### config.mk
export PLATFORM = sky130hd
export DESIGN_NAME = hv_sw_serial_receiver
export DESIGN_NICKNAME = d
export VERILOG_FILES = /design/src/rtl/hv_sw_serial_receiver.sv
export SDC_FILE = /design/constraint.sdc
export NUM_CORES = 1
export LEC_CHECK = 0
export ABC_AREA = 1
export CORE_MARGIN = 5
export CORE_UTILIZATION = 45
export DETAILED_ROUTE_END_ITERATION = 7
export GPL_TIMING_DRIVEN = 0
export PLACE_DENSITY = 0.66
export SLEW_MARGIN = 20
export SYNTH_ARGS = -nofsm -noshare
export SYNTH_HDL_FRONTEND = slang
export SYNTH_SLANG_ARGS = --single-unit
export TNS_END_PERCENT = 20
### constraint.sdc
create_clock -name clk_in -period 1.8 [get_ports clk_in]
set_input_delay 0.36 -clock clk_in [delete_from_list [all_inputs] [get_ports clk_in]]
set_output_delay 0.36 -clock clk_in [all_outputs]
set_load 0.01 [all_outputs]
### src/rtl/hv_sw_serial_receiver.sv
// HV switch-chain serial receiver: oversamples CLK/DOUT/LE/CLR, shifts frames MSB first, latches on LE rise.
// Latency: SCLK rise acted on 3 clk_in cycles after the pin edge; sw_state/sw_valid 4 cycles after the LE pin rise.
// No backpressure: the serial source is free-running and the sw_valid pulse is not acknowledged.
module hv_sw_serial_receiver #(
    parameter int CHAIN_BITS = 32,
    parameter int CNT_W      = 7
) (
    input  logic                  clk_in,
    input  logic                  reset_n,
    input  logic                  HV_SW_CLR,
    input  logic                  HV_SW_LE,
    input  logic                  HV_SW_CLK,
    input  logic                  HV_SW_DOUT,
    input  logic                  err_clr,
    output logic [CHAIN_BITS-1:0] sw_state,
    output logic                  sw_valid,
    output logic [CNT_W-1:0]      bit_cnt,
    output logic                  frame_err
);

    typedef enum logic [1:0] {IDLE, SHIFT, LATCH} state_t;

    localparam logic [CNT_W-1:0] CHAIN_CNT = CNT_W'(CHAIN_BITS);

    state_t                  state, state_nx;
    logic [1:0]              clr_sy, dout_sy;
    logic [2:0]              le_sy, sclk_sy;
    logic [CHAIN_BITS-1:0]   shreg;
    logic                    clr_s, dout_s, sclk_rise, le_rise;
    logic                    do_shift, do_latch;

    // CLR and DOUT are used as levels, so they skip the edge-detect flop.
    always_ff @(posedge clk_in or negedge reset_n) begin
        if (!reset_n) begin
            clr_sy  <= '0;
            dout_sy <= '0;
            le_sy   <= '0;
            sclk_sy <= '0;
        end else begin
            clr_sy  <= {clr_sy[0], HV_SW_CLR};
            dout_sy <= {dout_sy[0], HV_SW_DOUT};
            le_sy   <= {le_sy[1:0], HV_SW_LE};
            sclk_sy <= {sclk_sy[1:0], HV_SW_CLK};
        end
    end

    assign clr_s     = clr_sy[1];
    assign dout_s    = dout_sy[1];
    assign sclk_rise = sclk_sy[1] & ~sclk_sy[2];
    assign le_rise   = le_sy[1] & ~le_sy[2];

    always_ff @(posedge clk_in or negedge reset_n) begin
        if (!reset_n) begin
            state <= IDLE;
        end else begin
            state <= state_nx;
        end
    end

    always_comb begin
        state_nx = state;
        do_shift = 1'b0;
        do_latch = 1'b0;
        if (clr_s) begin
            state_nx = IDLE;
        end else begin
            case (state)
                IDLE: begin
                    do_shift = sclk_rise;
                    if (le_rise)        state_nx = LATCH;
                    else if (sclk_rise) state_nx = SHIFT;
                end
                SHIFT: begin
                    do_shift = sclk_rise;
                    if (le_rise) state_nx = LATCH;
                end
                LATCH: begin
                    // A shift arriving during the latch cycle opens the next frame.
                    do_latch = 1'b1;
                    do_shift = sclk_rise;
                    state_nx = sclk_rise ? SHIFT : IDLE;
                end
                default: state_nx = IDLE;
            endcase
        end
    end

    always_ff @(posedge clk_in or negedge reset_n) begin
        if (!reset_n) begin
            shreg    <= '0;
            sw_state <= '0;
            sw_valid <= 1'b0;
            bit_cnt  <= '0;
        end else if (clr_s) begin
            shreg    <= '0;
            sw_state <= '0;
            sw_valid <= 1'b0;
            bit_cnt  <= '0;
        end else begin
            sw_valid <= do_latch;
            if (do_shift) begin
                shreg <= {shreg[CHAIN_BITS-2:0], dout_s};
            end
            if (do_latch) begin
                sw_state <= shreg;
                bit_cnt  <= do_shift ? CNT_W'(1) : '0;
            end else if (do_shift && !(&bit_cnt)) begin
                bit_cnt <= bit_cnt + 1'b1;
            end
        end
    end

    // Sticky length error; a same-cycle error latch beats err_clr, and CLR leaves it alone.
    always_ff @(posedge clk_in or negedge reset_n) begin
        if (!reset_n) begin
            frame_err <= 1'b0;
        end else if (do_latch && (bit_cnt != CHAIN_CNT)) begin
            frame_err <= 1'b1;
        end else if (err_clr) begin
            frame_err <= 1'b0;
        end
    end

endmodule

==> impl_metrics.yaml <==
clock_network:
  postCtsResizedCells: 0
  cts.path.max_buffers: 2
  cts-buffers-inserted: 9
  post_cts_setup_repair_bufs: 0
  clkSinkCount: 85
  h-tree-depth: 3
  cts.clk_slew.worst_paths_ns: 0.08
  cts_tree: "yes"
  clock_latency_of_the_later_clocked_register_in_the_worst_skew_pair_ns: 0.35
  cts_root_buf: "sky130_fd_sc_hd__clkbuf_8"
worst_hold_path:
  whs_path_depth: 0
  timing.hold.worst_endpoint: "le_sy[1]"
  timing.hold.worst.start: "le_sy[0]"
  hold_path.class: "reg -> reg"
logic_synthesis:
  synth.area.top_cells: "sky130_fd_sc_hd__dfrtp_1, sky130_fd_sc_hd__a22oi_1, sky130_fd_sc_hd__a22o_2, sky130_fd_sc_hd__inv_1, sky130_fd_sc_hd__nand2_1"
  yosys-top-cells-count: "sky130_fd_sc_hd__dfrtp_1, sky130_fd_sc_hd__inv_1, sky130_fd_sc_hd__a22oi_1"
  ys_seq_area_frac: 0.6334
  synth_top_area_frac: 0.6334
  synth_enable_flop_cells: 0
  synth-main-ff-cell: "sky130_fd_sc_hd__dfrtp_1"
  synth_area_um2: 3358
  synth_top_area_cell: "sky130_fd_sc_hd__dfrtp_1"
  netlist_instances: 280
  number_of_distinct_library_cells_after_synthesis: 27
  yosys_register_bits: 85
  mappedNetlistNets: 289
  synthArstFlopShare: 1.000
  ys_warn_count: 0
  synthesized_area_divided_by_synthesized_cell_count_um2: 11.99
  synth.most_common_cell: "sky130_fd_sc_hd__dfrtp_1"
critical_path:
  critical_path.startpoint_type: "flip-flop"
  cp.buffers_inverters: 1
  timing.setup.critical_path_class: "reg -> out"
  largest_stage_delay_worst_path_ns: 0.57
  timing.rr.end: "bit_cnt[3]"
  crit_chain: "clkdlybuf4s50_1"
  crit_family: "buffers and inverters"
  worst_r2r_path_depth: 8
  cp_data_required_time_ns: 1.44
  crit_arrival_ns: 1.36
  regToRegStartpoint: "bit_cnt[1]"
  slowest_stage_cell_crit_path: "sky130_fd_sc_hd__clkdlybuf4s50_1"
  regToRegSetupSlack_ns: 0.32
  worstPathMaxFanout: 7
  crit_path_end_kind: "primary output"
final_layout:
  final_layout_net_count: 349
  finish.instance_area_um2: 4188
  post_route_cells_drive_above_1_share: 0.1681
  layout.filler_cells: 632
  layout_stage_area_growth_over_the_synthesis_result_pct: 24.70
  n_antenna_cell: 0
power:
  static_leakage_nw: 2.128
  power.ir.vdd_worst_mv: 0.4000
  fin_total_pwr_mw: 3.513
  power_per_cell_area_nw_per_um2: 838.8
timing:
  timing.max_slew.rel_slack: 0.6497
  final.setup.tns_ns: 0
  fin_ws_ns: 0.07790
  setup_viol_count_final: 0
  report.final.hold_viol_count: 0
  fin_crit_sh: 0.9567
  rsz0062_at_grt: "false"
  period_minus_slack_ns: 1.722
  achievable_freq_ghz: 0.5807
  holdWs_ns: 0.3542
  fin_max_slew_vios: 0
  tightest_slew_ns: 0.5255
  finClkSkew_ns: 0.01008
floorplan:
  standard_cell_rows: 31
  die_area_um2: 9290
  die_height_um: 96.39
  core_area_um2: 7253
  die_width_um: 96.39
  ios: 48
  floorplan.initialDensity: 0.4630
global_routing:
  grtUsageTotal: 0.1450
  grt_pass1_vias: 2078
  antenna_violations_before_repair: 0
  grt_max_degree: 47
  grt_overflow: 0
  grt_pass1_wl_um: 10190
placement:
  placement.io_buffers: 47
  dpl_worst_slack_ns: 0.3429
  gp_congestion: 0.8013
  detailed_place.area_um2: 3978
  place_hpwl_um: 4170
flow_run:
  cap_viol_max_count: 0
routing:
  ant_nets: 0
  dr_total_vias: 2228
  post_drt_wl_per_cell_um: 13.69
  totalWireLength_um: 6078
  drt-initial-drc-count: 92
  first_pass_iters: 4
  remaining_drc_errors: 0
  vias_per_cell: 5.018
status:
  run_status: "finished clean"
logic make-up (layout without fill, tap and decap cells):
group           Yosys count  after routing  share of synthesized area
compound gates           75             75                     0.1744
buf+inv                  61            126                     0.1021
fa+ha+maj                 2              2                   0.007450
flops                    85             85                     0.6334
simple gates             56             56                    0.08010
xor+xnor                  1              1                   0.002609
where the power goes:
part	total, mW	leakage (nW)	switching, mW	internal [mW]
logic	0.224	0.871	0.139	0.0849
registers	1.95	1.16	0.0199	1.93
clock network	1.34	0.0959	0.656	0.682
layout by cell type, fill, tap and decap left out, types with 9 or more instances in the layout:
master and n:
sky130_fd_sc_hd__nor2_1 10, sky130_fd_sc_hd__o21ai_0 11, sky130_fd_sc_hd__a22o_1 12, sky130_fd_sc_hd__nand2_1 28, sky130_fd_sc_hd__clkdlybuf4s50_1 46, sky130_fd_sc_hd__nand3_1 9
sky130_fd_sc_hd__a22oi_1 30, sky130_fd_sc_hd__inv_1 44, sky130_fd_sc_hd__clkbuf_8 16, sky130_fd_sc_hd__dfrtp_1 85, sky130_fd_sc_hd__a22o_2 17
stage by stage:
stage | utilization | instances
after floorplan | - | 280
after global placement | 0.5449 | 426
after detailed placement | 0.5484 | 427
after CTS | 0.5774 | 444
after global routing | 0.5774 | 444
final | 0.5774 | 444
metal layers:
| layer | routed length [um] | global-route usage | up-vias |
|---|---|---|---|
| met4 | 123 | 0.08294 | 0 |
| met3 | 215 | 0.02556 | 12 |
| li1 | - | - | 1071 |
| met2 | 2837 | 0.2110 | 40 |
| met5 | 0 | 0 | - |
| met1 | 2902 | 0.2046 | 1105 |
sequential cells by signal (all words and copies together), names as in the netlist:
| signal | flops |
|---|---|
| bit_cnt | 7 |
| clr_sy | 2 |
| dout_sy | 2 |
| frame_err | 1 |
| le_sy | 3 |
| sclk_sy | 3 |
| shreg | 32 |
| state | 2 |
| sw_state | 32 |
| sw_valid | 1 |
area by class of cell:
cell class	count	area, um2	share of cell area
timing repair buffer	49	505.5	0.1207
clock buffer	11	141.4	0.03376
sequential	85	2127	0.5079
multi-input combinational	134	888.4	0.2121
tap	99	123.9	0.02958
inverter	48	185.2	0.04422
buffer	13	157.7	0.03765
clock inverter	5	58.81	0.01404
how the worst max path moves through the flow:
| stage | startpoint | to | slack, ns | cells past startpoint |
|---|---|---|---|---|
| 6_report | bit_cnt[3] | bit_cnt[3] | 0.08 | 1 |
| 5_1_grt | bit_cnt[3] | bit_cnt[3] | 0.01 | 1 |
| 4_1_cts | bit_cnt[3] | bit_cnt[3] | 0.05 | 1 |
| 3_5_place_dp | bit_cnt[0] | bit_cnt[0] | 0.34 | 8 |
| 3_3_place_gp | reset_n | sw_state[17] | -2.60 | 1 |
| 2_1_floorplan | bit_cnt[1] | bit_cnt[0] | 0.44 | 8 |
repair_timing:
| action | in CTS | in global routing |
|---|---|---|
| setup endpoints to repair | 0 | 0 |
| endpoints found under the hold margin | 25 | 0 |
| hold buffers | 1 | 0 |
(Power assumes the default switching activity.)
